`src/rtl/gtech_demux2_reg.sv`:
```
// Registered 1-to-2 valid/ready stream demultiplexer with one holding slot
// per destination and a wrapping handshake counter on each output.
module gtech_demux2_reg #(
  parameter int WIDTH = 8,
  parameter int CW    = 8
) (
  input  logic             CLK,
  input  logic             RST,
  input  logic             IN_VALID,
  output logic             IN_READY,
  input  logic [WIDTH-1:0] IN_DATA,
  input  logic             IN_SEL,
  output logic             OUTA_VALID,
  input  logic             OUTA_READY,
  output logic [WIDTH-1:0] OUTA_DATA,
  output logic             OUTB_VALID,
  input  logic             OUTB_READY,
  output logic [WIDTH-1:0] OUTB_DATA,
  output logic [CW-1:0]    CNTA,
  output logic [CW-1:0]    CNTB
);

  logic             vld_a_q, vld_a_d, vld_b_q, vld_b_d;
  logic [WIDTH-1:0] dat_a_q, dat_a_d, dat_b_q, dat_b_d;
  logic [CW-1:0]    cnt_a_q, cnt_a_d, cnt_b_q, cnt_b_d;
  logic             drn_a, drn_b, free_a, free_b, acc_a, acc_b, in_ready;

  // A full slot that drains this cycle counts as free, so fill and drain
  // can overlap and each destination sustains one word per cycle.
  always_comb begin
    drn_a    = vld_a_q & OUTA_READY;
    drn_b    = vld_b_q & OUTB_READY;
    free_a   = !vld_a_q | drn_a;
    free_b   = !vld_b_q | drn_b;
    in_ready = IN_SEL ? free_b : free_a;
    acc_a    = IN_VALID & in_ready & !IN_SEL;
    acc_b    = IN_VALID & in_ready & IN_SEL;

    vld_a_d = vld_a_q;
    dat_a_d = dat_a_q;
    if (acc_a) begin
      vld_a_d = 1'b1;
      dat_a_d = IN_DATA;
    end else if (drn_a) begin
      vld_a_d = 1'b0;
    end

    vld_b_d = vld_b_q;
    dat_b_d = dat_b_q;
    if (acc_b) begin
      vld_b_d = 1'b1;
      dat_b_d = IN_DATA;
    end else if (drn_b) begin
      vld_b_d = 1'b0;
    end

    cnt_a_d = cnt_a_q + CW'(drn_a);
    cnt_b_d = cnt_b_q + CW'(drn_b);
  end

  always_ff @(posedge CLK or posedge RST) begin
    if (RST) begin
      vld_a_q <= 1'b0;
      vld_b_q <= 1'b0;
      dat_a_q <= '0;
      dat_b_q <= '0;
      cnt_a_q <= '0;
      cnt_b_q <= '0;
    end else begin
      vld_a_q <= vld_a_d;
      vld_b_q <= vld_b_d;
      dat_a_q <= dat_a_d;
      dat_b_q <= dat_b_d;
      cnt_a_q <= cnt_a_d;
      cnt_b_q <= cnt_b_d;
    end
  end

  assign IN_READY   = in_ready;
  assign OUTA_VALID = vld_a_q;
  assign OUTA_DATA  = dat_a_q;
  assign OUTB_VALID = vld_b_q;
  assign OUTB_DATA  = dat_b_q;
  assign CNTA       = cnt_a_q;
  assign CNTB       = cnt_b_q;

endmodule

```
`config.mk`:
```
export PLATFORM = sky130hd
export DESIGN_NAME = gtech_demux2_reg
export DESIGN_NICKNAME = d
export VERILOG_FILES = /design/src/rtl/gtech_demux2_reg.sv
export SDC_FILE = /design/constraint.sdc
export NUM_CORES = 1
export LEC_CHECK = 0
export ABC_AREA = 0
export CORE_UTILIZATION = 30
export DETAILED_ROUTE_END_ITERATION = 8
export DONT_BUFFER_PORTS = 1
export SYNTH_ARGS = -nofsm -noshare
export SYNTH_HDL_FRONTEND = slang
export SYNTH_SLANG_ARGS = --single-unit
export TNS_END_PERCENT = 20
```
`constraint.sdc`:
```
create_clock -name CLK -period 2.66 [get_ports CLK]
set_input_delay 0.665 -clock CLK [delete_from_list [all_inputs] [get_ports CLK]]
set_output_delay 0.665 -clock CLK [all_outputs]
set_load 0.02 [all_outputs]
```
==> metrics.md <==
| Metric | Value |
|---|---|
| Slew Viols, Final | 0 |
| Number of global-route vias before repair | 852 |
| Largest net degree at the start of global routing | 25 |
| Syn nets | 110 |
| Routability cong. | 0.672 |
| CP peak stage delay | 0.48 ns |
| Hold-fix buffers, CTS | 0 |
| Startpoint Class | register |
| Dpl cells | 144 |
| Commonest cells after routing, fill and taps aside | dfrtp_1, nand3_1, xnor2_1 |
| Switching Share | 0.338 |
| Clock transition at the registers of the reported paths | 0.07 ns |
| Post-CTS setup buffers | 0 |
| Crit path cell chain | nand2b_2 > mux2_2 |
| Pint | 1.02 mW |
| Lkg Pwr | 0.725 nW |
| Fin crit period | 1.90 ns |
| Worst skew pair latency | 0.28 ns |
| Die Wd | 70.3 um |
| Post-Place Worst Slack | 0.787 ns |
| Fillers | 439 |
| RSZ-0062 raised after global routing | no |
| Drt first pass iters | 2 |
| Slowest CP cell | dfrtp_1 |
| DR WL/cell | 15.6 um |
| Family with the most delay on the worst path | flip-flops |
| DRT antenna net count | 0 |
| PostCTS Resize Cnt | 0 |
| Design Area, Final | 0.00157 mm2 |
| Die ar. | 0.00494 mm2 |
| TritonCTS Buffers | 5 |
| CTS Sinks | 34 |
| N_diodes | 0 |
| CTS root buf | clkbuf_8 |
| Syn Inst Count | 92 |
| Critical Path RT | 2.00 ns |
| F_max | 527 MHz |
| # H-tree levels | 2 |
| Post-synth ARST share | 1.00 |
| Max Cap Viol | 0 |
| Vias per std cell | 4.87 |
| DRC | 0 |
| Seq/Total Area, Yosys | 0.608 |
| Max IR drop VDD | 0.000286 V |
| Worst-Margin Slew | 0.401 ns |
| GRT Residual Overflow | 0 |
| CTS tree | done |
| Synth Warn # | 0 |
| EDFF count, synth | 0 |
| Nets | 117 |
| DRT Wirelength | 2380 um |
| Syn avg cell area | 15.2 um2 |
| Final worst-path cycle share | 0.713 |
| Status | complete, no violations |
| Initial core utilization | 0.317 |
| Top cells by area, synth | dfrtp_1, mux2_4, mux2_2 |
| Commonest non-fill, non-tap cell in the layout | dfrtp_1 |
| TNS Setup | 0 ns |
| Multi-input gate area | 534 um2 |
| Cell Area, Placed | 0.00146 mm2 |
| Row count | 24 |
| Number of top-level pins | 49 |
| Clk_skew | 0.00450 ns |
| Bufs on Longest Clock Path | 2 |
| Primary FF master, synth | dfrtp_1 |
| Routed via count | 740 |
| Share of layout cells above drive strength 1 | 0.290 |
| Combinational share of power | 0.107 |
| Crit Path Category | register to primary output |
| GRT Total Usage | 0.110 |
| CP Capture Type | primary output |
| Critical Path Fanout Max | 3 |
| First-pass GRT wire length | 4080 um |
| IO buf count | 0 |
| Area grow syn2layout | 12.0% |
| Crit path arrival time | 1.23 ns |
| Register bit total from synthesis | 34 |
| Setup violators final | 0 |
| Psw | 520 uW |
| Clock Power Share | 0.294 |
| Height of the die | 70.3 um |
| HPWL after detailed placement | 1770 um |
| Leading area contributor after synthesis | dfrtp_1 |
| Unique masters post-synth | 17 |
| Slew headroom | 0.733 |
| Register area | 851 um2 |
| Mapped Area | 0.00140 mm2 |
| Power Density | 981 mW/mm2 |
| Final Hold Vio Count | 0 |
| Worst min path class | input pin to async pin |
| Iter 0 DRT Violations | 37 |
| Initial antenna violation count | 0 |
| Post-route setup slack | 0.762 ns |
| Synth top area share | 0.608 |
| Worst Path Buf+Inv | 0 |
| Core area | 0.00441 mm2 |
| Flop pwr share | 0.599 |
| Post-Layout Cell Count | 152 |
## final timing paths
kind,start,end,slack [ns],depth (start not counted)
worst max-delay path,OUTA_VALID$_DFFE_PP0P_,IN_READY,0.76,2
worst min-delay path,RST,CNTB[7]$_DFF_PP0_,0.25,1
worst max register to register,OUTA_VALID$_DFFE_PP0P_,CNTA[4]$_DFF_PP0_,1.12,5
worst min register to register,CNTB[7]$_DFF_PP0_,CNTB[7]$_DFF_PP0_,0.61,1
max in group asynchronous,RST,OUTB_DATA[6]$_DFFE_PP0P_,1.76,2
min in group CLK,IN_DATA[1],OUTB_DATA[1]$_DFFE_PP0P_,0.53,1
## per-layer routing
layer	wire (um)	vias to the layer above	global-route usage
li1	-	326	-
met1	875	376	0.116
met2	1250	36	0.182
met3	240	2	0.0664
met4	6	0	0.0333
met5	0	-	0
## sequential cells by signal, indices dropped and copies added (netlist names)
| register | count |
|---|---|
| OUTA_VALID | 1 |
| OUTA_DATA | 8 |
| CNTA | 8 |
| CNTB | 8 |
| OUTB_DATA | 8 |
| OUTB_VALID | 1 |
## final cells by class
cell class,instances,area share
Timing Repair Buffer,1,0.00479
Clock inverter,1,0.0192
Sequential cell,34,0.543
Clock buffer,7,0.0487
Multi-Input combinational cell,56,0.341
Tap cell,52,0.0415
Inverter,1,0.00239
## power by group through the flow
stage / sequential (mW) / combinational (mW) / clock (mW)
2_1_floorplan: 0.895 / 0.145 / 0
3_3_place_gp: 0.927 / 0.158 / 0
3_5_place_dp: 0.932 / 0.169 / 0
4_1_cts: 0.925 / 0.169 / 0.469
5_1_grt: 0.943 / 0.190 / 0.496
6_report: 0.921 / 0.165 / 0.453
## cell usage after synthesis, drive strengths merged, types with 2 or more instances
master	count
dfrtp	34
xor2	2
and2	2
xnor2	10
mux2	17
nand2	3
ha	4
nand3	10
nand2b	2
and3	4
## stage by stage
step	util	power, mW	hold WS, ns
final	0.355	1.54	0.255
after global routing	0.355	1.63	0.273
after CTS	0.355	1.56	0.256
after detailed placement	0.331	1.10	0.564
after global placement	0.331	1.08	0.562
after floorplan	-	1.04	0.582
## cell families (layout without fill, tap and decap cells)
group,Yosys count,in the layout,synth area share
xor+xnor,12,12,0.0751
simple gates,23,23,0.113
flops,34,34,0.608
buf+inv,2,10,0.0107
fa+ha+maj,4,4,0.0357
mux,17,17,0.158
## worst register-to-register path, delay by kind of cell (launching register included)
kind,cells,cell delay [ns]
xor gates and xnor gates,1,0.15
DFF,1,0.48
and+or+nand+nor,2,0.31
adders and majority gates,2,0.47
Power figures use the tool's default switching activity.
